## src/rtl/misaligned_load_unit_pkg.sv

```systemverilog
// Load-mode and FSM-state encodings shared by the misaligned load unit,
// plus helpers giving the access width and signedness of each load mode.
package misaligned_load_unit_pkg;

  typedef enum logic [2:0] {
    LM_NOREG = 3'd0,
    LM_LB    = 3'd1,
    LM_LH    = 3'd2,
    LM_LW    = 3'd3,
    LM_LBU   = 3'd4,
    LM_LHU   = 3'd5,
    LM_LWU   = 3'd6,
    LM_LD    = 3'd7
  } load_mode_e;

  typedef enum logic [2:0] {
    ST_IDLE = 3'd0,
    ST_RD0  = 3'd1,
    ST_RD1  = 3'd2,
    ST_WAIT = 3'd3,
    ST_RESP = 3'd4
  } lsu_state_e;

  // Access width in bytes; 0 means no register write (incl. RV64-only modes on RV32).
  function automatic logic [3:0] mode_size(input logic [2:0] mode, input int xlen);
    logic [3:0] sz;
    sz = 4'd0;
    case (mode)
      LM_LB, LM_LBU: sz = 4'd1;
      LM_LH, LM_LHU: sz = 4'd2;
      LM_LW:         sz = 4'd4;
      LM_LWU:        sz = (xlen == 64) ? 4'd4 : 4'd0;
      LM_LD:         sz = (xlen == 64) ? 4'd8 : 4'd0;
      default:       sz = 4'd0;
    endcase
    return sz;
  endfunction

  function automatic logic mode_signed(input logic [2:0] mode);
    return (mode == LM_LB) || (mode == LM_LH) || (mode == LM_LW) || (mode == LM_LD);
  endfunction

endpackage

```

## src/rtl/misaligned_load_unit_load_extend.sv

```systemverilog
// Byte-align two adjacent words, keep the low size bytes, sign- or zero-extend.
// Purely combinational, no handshake.
module misaligned_load_unit_load_extend #(
  parameter int XLEN = 32
) (
  input  logic [XLEN-1:0]             hi_i,
  input  logic [XLEN-1:0]             lo_i,
  input  logic [$clog2(XLEN/8)-1:0]   off_i,
  input  logic [3:0]                  size_i,
  input  logic                        sgn_i,
  output logic [XLEN-1:0]             data_o
);

  logic [XLEN-1:0] low;
  logic            fill;

  always_comb begin
    low = XLEN'({hi_i, lo_i} >> {off_i, 3'b000});
    case (size_i)
      4'd1:    fill = sgn_i & low[7];
      4'd2:    fill = sgn_i & low[15];
      4'd4:    fill = sgn_i & low[31];
      default: fill = 1'b0;
    endcase
    data_o = '0;
    for (int i = 0; i < XLEN; i++) begin
      data_o[i] = (i < 8 * int'(size_i)) ? low[i] : fill;
    end
  end

endmodule

```

## src/rtl/misaligned_load_unit.sv

```systemverilog
// Load unit reading word-addressed memory, splitting word-crossing loads in two reads.
// Response 3 cycles after accept (4 if split); result held until RespReady, one request at a time.
module misaligned_load_unit
  import misaligned_load_unit_pkg::*;
#(
  parameter int XLEN             = 32,
  parameter int AW               = 32,
  parameter bit ALLOW_MISALIGNED = 1'b1
) (
  input  logic                           CPU_CLK,
  input  logic                           CPU_RST_N,
  input  logic                           Flush,
  input  logic                           ReqValid,
  output logic                           ReqReady,
  input  logic [AW-1:0]                  ReqAddr,
  input  logic [2:0]                     ReqMode,
  output logic                           MemRdEn,
  output logic [AW-$clog2(XLEN/8)-1:0]   MemAddr,
  input  logic [XLEN-1:0]                MemRdata,
  output logic                           RespValid,
  input  logic                           RespReady,
  output logic [XLEN-1:0]                RespData,
  output logic                           RespFault
);

  localparam int BPW  = XLEN / 8;
  localparam int OFFW = $clog2(BPW);
  localparam int WAW  = AW - OFFW;

  lsu_state_e      state_q, state_d;
  logic [2:0]      mode_q, mode_d;
  logic [OFFW-1:0] off_q, off_d;
  logic [WAW-1:0]  waddr_q, waddr_d;
  logic            split_q, split_d;
  logic [XLEN-1:0] lo_q, lo_d;
  logic [XLEN-1:0] data_q, data_d;
  logic            fault_q, fault_d;

  logic [3:0]      req_size;
  logic [OFFW-1:0] req_off;
  logic            req_split;
  logic [XLEN-1:0] ext_hi, ext_lo, ext_data;

  // In WAIT the memory returns either the only word or the upper half of a split pair.
  assign ext_hi = split_q ? MemRdata : '0;
  assign ext_lo = split_q ? lo_q : MemRdata;

  misaligned_load_unit_load_extend #(
    .XLEN (XLEN)
  ) u_extend (
    .hi_i   (ext_hi),
    .lo_i   (ext_lo),
    .off_i  (off_q),
    .size_i (mode_size(mode_q, XLEN)),
    .sgn_i  (mode_signed(mode_q)),
    .data_o (ext_data)
  );

  always_ff @(posedge CPU_CLK) begin
    if (!CPU_RST_N) begin
      state_q <= ST_IDLE;
      mode_q  <= 3'd0;
      off_q   <= '0;
      waddr_q <= '0;
      split_q <= 1'b0;
      lo_q    <= '0;
      data_q  <= '0;
      fault_q <= 1'b0;
    end else begin
      state_q <= state_d;
      mode_q  <= mode_d;
      off_q   <= off_d;
      waddr_q <= waddr_d;
      split_q <= split_d;
      lo_q    <= lo_d;
      data_q  <= data_d;
      fault_q <= fault_d;
    end
  end

  always_comb begin
    state_d   = state_q;
    mode_d    = mode_q;
    off_d     = off_q;
    waddr_d   = waddr_q;
    split_d   = split_q;
    lo_d      = lo_q;
    data_d    = data_q;
    fault_d   = fault_q;
    ReqReady  = 1'b0;
    MemRdEn   = 1'b0;
    MemAddr   = '0;
    req_size  = mode_size(ReqMode, XLEN);
    req_off   = ReqAddr[OFFW-1:0];
    req_split = (int'(req_off) + int'(req_size)) > BPW;

    unique case (state_q)
      ST_IDLE: begin
        ReqReady = 1'b1;
        if (ReqValid) begin
          mode_d  = ReqMode;
          off_d   = req_off;
          waddr_d = ReqAddr[AW-1:OFFW];
          split_d = req_split;
          data_d  = '0;
          fault_d = 1'b0;
          if (req_size == 4'd0) begin
            state_d = ST_RESP;
          end else if (req_split && !ALLOW_MISALIGNED) begin
            state_d = ST_RESP;
            fault_d = 1'b1;
          end else begin
            state_d = ST_RD0;
          end
        end
      end
      ST_RD0: begin
        MemRdEn = 1'b1;
        MemAddr = waddr_q;
        state_d = split_q ? ST_RD1 : ST_WAIT;
      end
      ST_RD1: begin
        MemRdEn = 1'b1;
        MemAddr = waddr_q + WAW'(1);
        lo_d    = MemRdata;
        state_d = ST_WAIT;
      end
      ST_WAIT: begin
        data_d  = ext_data;
        state_d = ST_RESP;
      end
      ST_RESP: begin
        if (RespReady) state_d = ST_IDLE;
      end
      default: state_d = ST_IDLE;
    endcase

    if (Flush) begin
      state_d = ST_IDLE;
      data_d  = '0;
      fault_d = 1'b0;
    end
  end

  assign RespValid = (state_q == ST_RESP);
  assign RespData  = data_q;
  assign RespFault = fault_q;

endmodule

```

## config.mk

```make
export PLATFORM = sky130hd
export DESIGN_NAME = misaligned_load_unit
export DESIGN_NICKNAME = d
export VERILOG_FILES = /design/src/rtl/misaligned_load_unit_pkg.sv /design/src/rtl/misaligned_load_unit_load_extend.sv /design/src/rtl/misaligned_load_unit.sv
export SDC_FILE = /design/constraint.sdc
export NUM_CORES = 1
export LEC_CHECK = 0
export ABC_CLOCK_PERIOD_IN_PS = 2800
export CORE_UTILIZATION = 30
export CTS_BUF_LIST = sky130_fd_sc_hd__clkbuf_4 sky130_fd_sc_hd__clkbuf_8 sky130_fd_sc_hd__clkbuf_16
export DETAILED_ROUTE_END_ITERATION = 7
export HOLD_SLACK_MARGIN = 0.1
export PLACE_DENSITY_LB_ADDON = 0.3
export SYNTH_ARGS = -nofsm -noshare
export SYNTH_HDL_FRONTEND = slang
export SYNTH_SLANG_ARGS = --single-unit
```

## constraint.sdc

```tcl
create_clock -name CPU_CLK -period 2.8 [get_ports CPU_CLK]
set_input_delay 0.42 -clock CPU_CLK [delete_from_list [all_inputs] [get_ports CPU_CLK]]
set_output_delay 0.42 -clock CPU_CLK [all_outputs]
set_load 0.02 [all_outputs]
```

-- Word level (Yosys, flattened, before mapping)
Cells that the tools add are included.
Widths: inputs -> output; s select.
- input port bits: 72
- output and inout bits: 66
- register bits after elaboration: 103
- logic and storage cells: 129
- mux-type cells: 47
- eq/ne operators: 20
- add/subtract/negate cells: 2
- shift operators: 1
- reduce and logical (&&, ||, !) cells: 15
- order comparisons: 33
- bitwise gates (word level): 4
- operators by type and width (kind ; count):
    $lt 5x6->1 const A ; 16
    $mux 32 ; 3
    $pmux 32 s2 ; 1
    $shr 64x5->32 ; 1
    $pmux 30 s2 ; 1
    $lt 4x6->1 const A ; 8
    $mux 1 ; 35
    $add 30x1->30 const B ; 1
    $lt 3x6->1 const A ; 4
    $eq 3x2->1 const B ; 7
    $eq 3x3->1 const B ; 7
    $pmux 3 s3 ; 2
    $pmux 3 s5 ; 1
    $eq 3x1->1 const B ; 4
    $lt 1x6->1 const A ; 2
    $lt 2x6->1 const A ; 2
    $reduce_or 2->1 ; 6
    $mux 3 ; 3
    $reduce_and 2->1 ; 3
    $add 2x4->5 ; 1
    $gt 5x3->1 const B ; 1
    $logic_not 4->1 ; 1
    $and 1x1->1 ; 3
    $logic_not 3->1 ; 1
    6 further kinds ; 8

-- Longest topological paths before layout
Gate-level depths: netlist (run 1).
- word-level depth: 8
- gate-level depth with buffers: 8
- mapped depth without buffers: 8

-- Modules after synthesis
From an unflattened synthesis (run 1), not the netlist that was laid out.
- cell total of the unflattened synthesis: 839
- area, all modules: 6716.4 µm²
- by module, submodules not included (module ; cells an instance ; instances ; seq. area each (µm²) ; area each (µm²)):
    misaligned_load_unit ; 730 ; 1 ; 2062.0 ; 5561.6
    misaligned_load_unit_load_extend ; 109 ; 1 ; 0.0 ; 1154.9

-- Worst setup path after synthesis (run 1)
Ideal clock, no wire load.
- kind: register to output
- start point: register state_q[1]
- end point: output MemAddr[5]
- setup slack: 0.356 ns
- buffers on the path: 3
- required time: 2.380 ns
- data arrival time: 2.024 ns
- stages on the path, launching flop included: 6
- cell sequence: dfxtp_1 -> buf_2 -> or3b_2 -> buf_2 -> buf_2 -> o41ai_1
- word-level cells in the longest chain between the ends: 2
- elaborated cells on any way between the ends: 3
- classes of those cells: 2 x eq/ne; 1 x mux
- RTL lines (what ; line ; text):
    start, declared ; misaligned_load_unit.sv:30 ; lsu_state_e state_q, state_d;
    start signal, assigned ; misaligned_load_unit.sv:70 ; state_q <= state_d;
    $eq 3x2->1 or $eq 3x1->1 (tied branches) ; misaligned_load_unit.sv:97 ; unique case (state_q)
    $pmux 30 s2 * ; misaligned_load_unit.sv:97 ;
    end, declared ; misaligned_load_unit.sv:18 ; output logic [AW-$clog2(XLEN/8)-1:0] MemAddr,
Every way passes the cells marked *; elsewhere a longest branch is shown, timed or not.

-- Worst setup path after layout (run 1)
- start point: register state_q[0]
- end point: output MemAddr[5]
The elaborated chain is that of the path after synthesis.

==> impl_metrics.csv, run 1 <==
group,metric,value,unit
worst_hold_path,holdPathStages,2,
setup_path,critPathRequiredTime,2.38,ns
sta,tns,0,ns
setup_path,path_buf_inv,1,
die,start_util,30.7,%
sta,final_hold_viol_count,0,
finish,drive_gt1_share,11.7,%
power_and_ir_drop,p_int,2.45,mW
route,num_vias,5847,
clock_network,path_clk_slew,0.07,ns
setup_path,setup.worst_path.end,"MemAddr[5]",
setup_path,path_cells,"or3b_4 -> o41ai_1 -> clkdlybuf4s50_1",
logic_synthesis,async_flop_share,0,%
finish,area_growth,32.2,%
setup_path,r2r_end,"RespData[30]",
sta,period_share,98.9,%
clock_network,cts-htree-levels,3,
setup_path,r2r_slack,0.65,ns
global_routing,track_usage,17.3,%
setup_path,critPathTopFamily,"buffers and inverters",
power_and_ir_drop,swShare,29.6,%
sta,post-route-min-period,2.77,ns
die,ios,138,
logic_synthesis,yosysWarnings,0,
route,avgViaCountPerCell,5.12,
sta,setup_viol,0,
place,dp_slack,0.0735,ns
power_and_ir_drop,switching_power,1.03,mW
global_routing,grt_pass1_wl,29400,um
die,die_y,146,um
clock_network,clockBufferDepth,2,
place,dpl_cell_area,0.00784,mm^2
logic_synthesis,yosys_most_used_dff,"dfxtp_1",
setup_path,startpoint_type,"register",
sta,setup_ws,0.0305,ns
place,gp_congestion,0.827,
power_and_ir_drop,power_frac_comb,18.3,%
power_and_ir_drop,p_leak,2.93,nW
route,first_iter_violations,440,
setup_path,crit_cells,3,
die,core.rowCount,52,
sta,worst_pin_slew,0.792,ns
finish,multi_input_area,0.00389,mm^2
logic_synthesis,synth_edf_count,0,
die,die_x,146,um
route,wl_per_cell,16.0,um
route,finalWirelength,18300,um
clock_network,worstSkewPairLatency,0.36,ns
finish,final_nets,943,
global_routing,gr-total-overflow,0,
logic_synthesis,synth_fp_nets,826,
power_and_ir_drop,powerDensity,423,mW/mm^2
finish,seq_area,0.00207,mm^2
die,core_area,0.0202,mm^2
power_and_ir_drop,pwr-share-seq,45.3,%
route,post-route-drc-count,0,
finish,diodes,0,
setup_path,slowest_stage,"clkdlybuf4s50_1",
clock_network,cts_tree,"built",
clock_network,cts-root-buf,"clkbuf_16",
sta,grt_setup_unrepaired,"yes",
logic_synthesis,netlist_instances,750,
logic_synthesis,avgSynthCellArea,8.28,um^2
place,dp_hpwl,12800,um
worst_hold_path,hold_path_class,"register to register",
setup_path,endpoint_kind,"output pin",
global_routing,grt_start_max_net_pins,69,
global_routing,antenna_found_initial,0,
clock_network,cts_sinks,103,
setup_path,crit_type,"register to output pin",
run_status,status,"completed",
sta,finClkSkew,0.0145,ns
place,io_buffers,136,
setup_path,reg2reg_depth,4,
logic_synthesis,ys_seq_elements,103,
logic_synthesis,synth.distinct_cells,61,
finish,finalInstanceArea,0.00821,mm^2
sta,fmax,0.361,GHz
logic_synthesis,synthesis.area,0.00621,mm^2
route,dr.pass1.iters,7,
sta,slew-limit-headroom,47.2,%
global_routing,grt_pass1_vias,5390,
sta,finalMaxSlewViolations,0,
finish,fillCellCount,2017,
run,cap_violations,0,
setup_path,cp.arrival,2.35,ns
power_and_ir_drop,p_clk_share,36.4,%
finish,final_util,40.6,%
logic_synthesis,ys_seq_area_share,33.2,%
setup_path,cp_slowest_stage_delay,0.70,ns
setup_path,rr_startpoint,"off_q[1]",
setup_path,crit_path_max_fanout,9,
setup_path,startpoint,"state_q[0]",
die,die_area,0.0213,mm^2
power_and_ir_drop,vdd_drop_max,0.341,mV
clock_network,cts_buffers,9,
route,ant_nets,0,
==> cell usage after synthesis, types with 8 or more instances <==
library cell	count	share of area (%)
a22o_1	17	2.4
mux2_2	8	1.5
buf_2	21	1.7
nor3_1	8	0.64
nand2_1	175	11
mux2i_1	46	7.4
dfxtp_1	103	33
o221ai_1	15	2.1
mux4_2	15	5.4
o21ai_0	37	3.0
a21boi_0	67	8.1
a21oi_1	27	2.2
clkbuf_1	29	1.8
nand3_1	16	1.3
nor2_1	39	2.4
==> flip-flops by register name (all words and copies together) (netlist names) <==
name      count
split_q       1
state_q       3
lo_q         32
RespData     32
mode_q        3
waddr_q      30
off_q         2
==> layout by cell type (no fill, tap or decap), types with 15 or more instances in the layout <==
master           instances
nand2_1                175
mux2i_1                 46
o21ai_0                 36
buf_4                   29
dlygate4sd2_1           15
a22o_1                  17
dfxtp_1                 96
o221ai_1                15
a21oi_1                 27
nor2_1                  39
clkdlybuf4s50_1        111
a21boi_0                67
mux4_2                  15
==> routing by layer <==
layer / GRT usage, % / wire length (um)
met3: 3.13 / 959
met4: 5.42 / 229
met1: 24.1 / 8830
met2: 26.9 / 8300
met5: 0 / 0
==> power groups by stage <==
stage	Combinational, mW	Sequential, mW	Clock, mW
after detailed placement	0.636	1.60	0
after floorplan	0.406	1.58	0
after CTS	0.637	1.57	1.31
after global placement	0.634	1.60	0
final	0.635	1.57	1.26
after global routing	0.695	1.58	1.35
==> tightest hold or removal path: cells and delay by family, from the launching register on <==
family | cells | cell delay [ns]
compound gates | 1 | 0.06
simple gates | 1 | 0.04
flops | 1 | 0.31
==> metrics by stage <==
step / hold slack, ns / cells / power (mW)
3_5_place_dp: 0.458 / 1122 / 2.24
6_report: 0.466 / 1142 / 3.47
3_3_place_gp: 0.442 / 1122 / 2.23
2_1_floorplan: 0.440 / 750 / 1.98
4_1_cts: 0.469 / 1141 / 3.51
5_1_grt: 0.482 / 1142 / 3.63
==> logic make-up after synthesis <==
| logic type | synth area share [%] |
|---|---|
| simple gates | 21.2 |
| flops | 33.2 |
| xor+xnor | 1.41 |
| other cells | 0.0604 |
| mux | 14.5 |
| compound gates | 23.5 |
| fa+ha+maj | 0.927 |
| buf+inv | 5.20 |
==> repair_timing <==
item / in CTS / in global routing
pin swaps: 2 / 2
hold buffers: 0 / 0
gates resized for setup: 39 / 16
cloned: 1 / 0
endpoints found under the setup margin: 26 / 14
setup buffers: 2 / 1
==> worst min-delay path by stage <==
stage,from,to
3_3_place_gp,RespData[14],RespData[14]
5_1_grt,lo_q[1],lo_q[1]
6_report,lo_q[9],lo_q[9]
2_1_floorplan,lo_q[7],lo_q[7]
4_1_cts,lo_q[9],lo_q[9]
3_5_place_dp,lo_q[9],lo_q[9]
==> cell type report <==
| type | count | share of cell area (%) |
|---|---|---|
| flip-flops and latches | 103 | 25.2 |
| multi-input cells | 581 | 47.4 |
| clock buffers | 9 | 2.74 |
| inverters | 5 | 0.229 |
| well taps | 270 | 4.11 |
| clock inverters | 7 | 0.808 |
| repair buffers | 167 | 19.4 |
(Power assumes the default switching activity.)
==> run 2, diff against run 1 <==
--- a/config.mk
+++ b/config.mk
@@ -11,6 +11,7 @@
 export DETAILED_ROUTE_END_ITERATION = 7
 export HOLD_SLACK_MARGIN = 0.1
 export PLACE_DENSITY_LB_ADDON = 0.3
+export SETUP_SLACK_MARGIN = 0.2
 export SYNTH_ARGS = -nofsm -noshare
 export SYNTH_HDL_FRONTEND = slang
 export SYNTH_SLANG_ARGS = --single-unit
==> run 2 against run 1 <==
  * Register-to-register slack about the same
  * Final cell count increased by 0.35%
  * Global-route usage about the same
  * Clock-buffer cell count is the same
  * Critical path depth rose by 6
  * Combinational power about the same
  * Sequential share of layout area increased by 0.29 points
  * Routed wire length up 0.50%
  * Highest routed layer unchanged
==> impl_metrics.csv, run 2 (synthesis gave the netlist of run 1 again) <==
group,metric,value,unit
route,num_vias,5847,
place,dp_hpwl,12800,um
sta,post-route-min-period,2.63,ns
place,io_buffers,136,
sta,slew-limit-headroom,46.0,%
power_and_ir_drop,vdd_drop_max,0.341,mV
setup_path,cp.arrival,2.21,ns
global_routing,met2_usage,26.8,%
finish,fillCellCount,2022,
finish,final_cell_mix,"174 x nand2_1, 105 x clkdlybuf4s50_1, 85 x dfxtp_1, 67 x a21boi_0, 46 x mux2i_1",
finish,finalInstanceArea,0.00821,mm^2
global_routing,grt.met1_usage,24.1,%
clock_network,cts-htree-levels,3,
finish,seq_area,0.00209,mm^2
clock_network,worstSkewPairLatency,0.36,ns
finish,drive_gt1_share,15.3,%
route,dr.pass1.iters,6,
setup_path,critPathRequiredTime,2.38,ns
global_routing,track_usage,17.2,%
global_routing,grt_pass1_vias,5408,
finish,final_nets,947,
sta,setup_viol,0,
clock_network,holdBufCountCts,0,
run,cap_violations,0,
global_routing,busiest_layer,"met2",
route,ant_nets,0,
worst_hold_path,hold_path_class,"register to register",
global_routing,met3_usage,3.13,%
clock_network,cts_sinks,103,
sta,finalMaxSlewViolations,0,
finish,diodes,0,
sta,final_hold_viol_count,0,
die,core_area,0.0202,mm^2
sta,worst_pin_slew,0.811,ns
die,ios,138,
setup_path,crit_path_max_fanout,7,
sta,whs,0.466,ns
die,start_util,30.7,%
route,first_iter_violations,385,
clock_network,path_clk_slew,0.08,ns
place,gp_congestion,0.827,
sta,finClkSkew,0.0132,ns
finish,area_growth,32.2,%
setup_path,startpoint_type,"register",
place,dpl_cell_area,0.00784,mm^2
finish,layout_commonest_cell,"nand2_1",
route,wl_per_cell,16.1,um
sta,tns,0,ns
clock_network,cts_buffers,9,
die,die_y,146,um
route,finalWirelength,18400,um
clock_network,cts_tree,"built",
power_and_ir_drop,powerDensity,423,mW/mm^2
clock_network,cts-root-buf,"clkbuf_16",
setup_path,endpoint_kind,"output pin",
die,die_area,0.0213,mm^2
finish,multi_input_area,0.00392,mm^2
route,post-route-drc-count,0,
clock_network,clockBufferDepth,2,
die,core.rowCount,52,
global_routing,gr-total-overflow,0,
global_routing,grt_start_max_net_pins,69,
global_routing,grt_pass1_wl,29300,um
sta,fmax,0.381,GHz
run_status,status,"completed",
route,avgViaCountPerCell,5.10,
power_and_ir_drop,p_leak,2.90,nW
sta,period_share,93.8,%
global_routing,antenna_found_initial,0,
die,die_x,146,um
setup_path,crit_type,"register to output pin",
sta,grt_setup_unrepaired,"yes",
-- run 2: changes by cell type in the layout (fill, tap and decap cells not counted), sizes merged --
| cell | change |
|---|---|
| buf | +12 |
| clkbuf | +7 |
| clkdlybuf4s15 | -2 |
| clkdlybuf4s50 | -6 |
| dlygate4sd2 | -4 |
| dlymetal6s2s | -3 |
-- run 2: worst paths after layout --
check	startpoint	end	slack (ns)	depth (start not counted)
worst min-delay path	lo_q[9]	lo_q[9]	0.47	2
worst max-delay path	waddr_q[12]	MemAddr[18]	0.17	9
worst min register to register	lo_q[9]	lo_q[9]	0.47	2
worst max register to register	off_q[1]	RespData[30]	0.64	4
-- run 2: layout make-up --
cell class | count | share of cell area (%)
clock inverters | 7 | 0.808
repair buffers | 171 | 18.9
clock buffers | 9 | 2.74
inverters | 5 | 0.229
flip-flops and latches | 103 | 25.5
well taps | 270 | 4.12
multi-input cells | 581 | 47.7
-- run 2: per-layer routing --
metal | vias up | routed length, um
met2 | 160 | 8350
met5 | - | 0
met4 | 0 | 229
li1 | 2930 | -
met1 | 2743 | 8870
met3 | 14 | 952
-- run 2: power breakdown --
part / switching [mW] / internal [mW]
Clock: 0.636 / 0.626
Sequential: 0.0653 / 1.51
Combinational: 0.326 / 0.309
-- run 2: timing repair --
| item | in CTS | in global routing |
|---|---|---|
| resized for setup | 77 | 47 |
| setup endpoints to repair | 30 | 22 |
| setup buffers | 4 | 4 |
| pin swaps | 3 | 3 |
-- run 2: per-stage QoR --
stage	power (mW)	utilization [%]	worst slack [ns]	instances
after floorplan	1.98	-	0.356	750
after global placement	2.23	38.8	0.0925	1122
after detailed placement	2.24	38.8	0.0735	1122
after CTS	3.51	40.4	0.0713	1142
after global routing	3.63	40.6	0.0347	1146
final	3.47	40.6	0.174	1146
-- run 2: critical path, cell delays in order (launching register included) --
cell and delay (ns):
dfxtp_1 0.42, nand3_2 0.16, nor4_2 0.30, buf_4 0.20, buf_4 0.11, buf_4 0.09, nand4_1 0.10, xor2_1 0.15
o21ai_0 0.13, buf_2 0.18
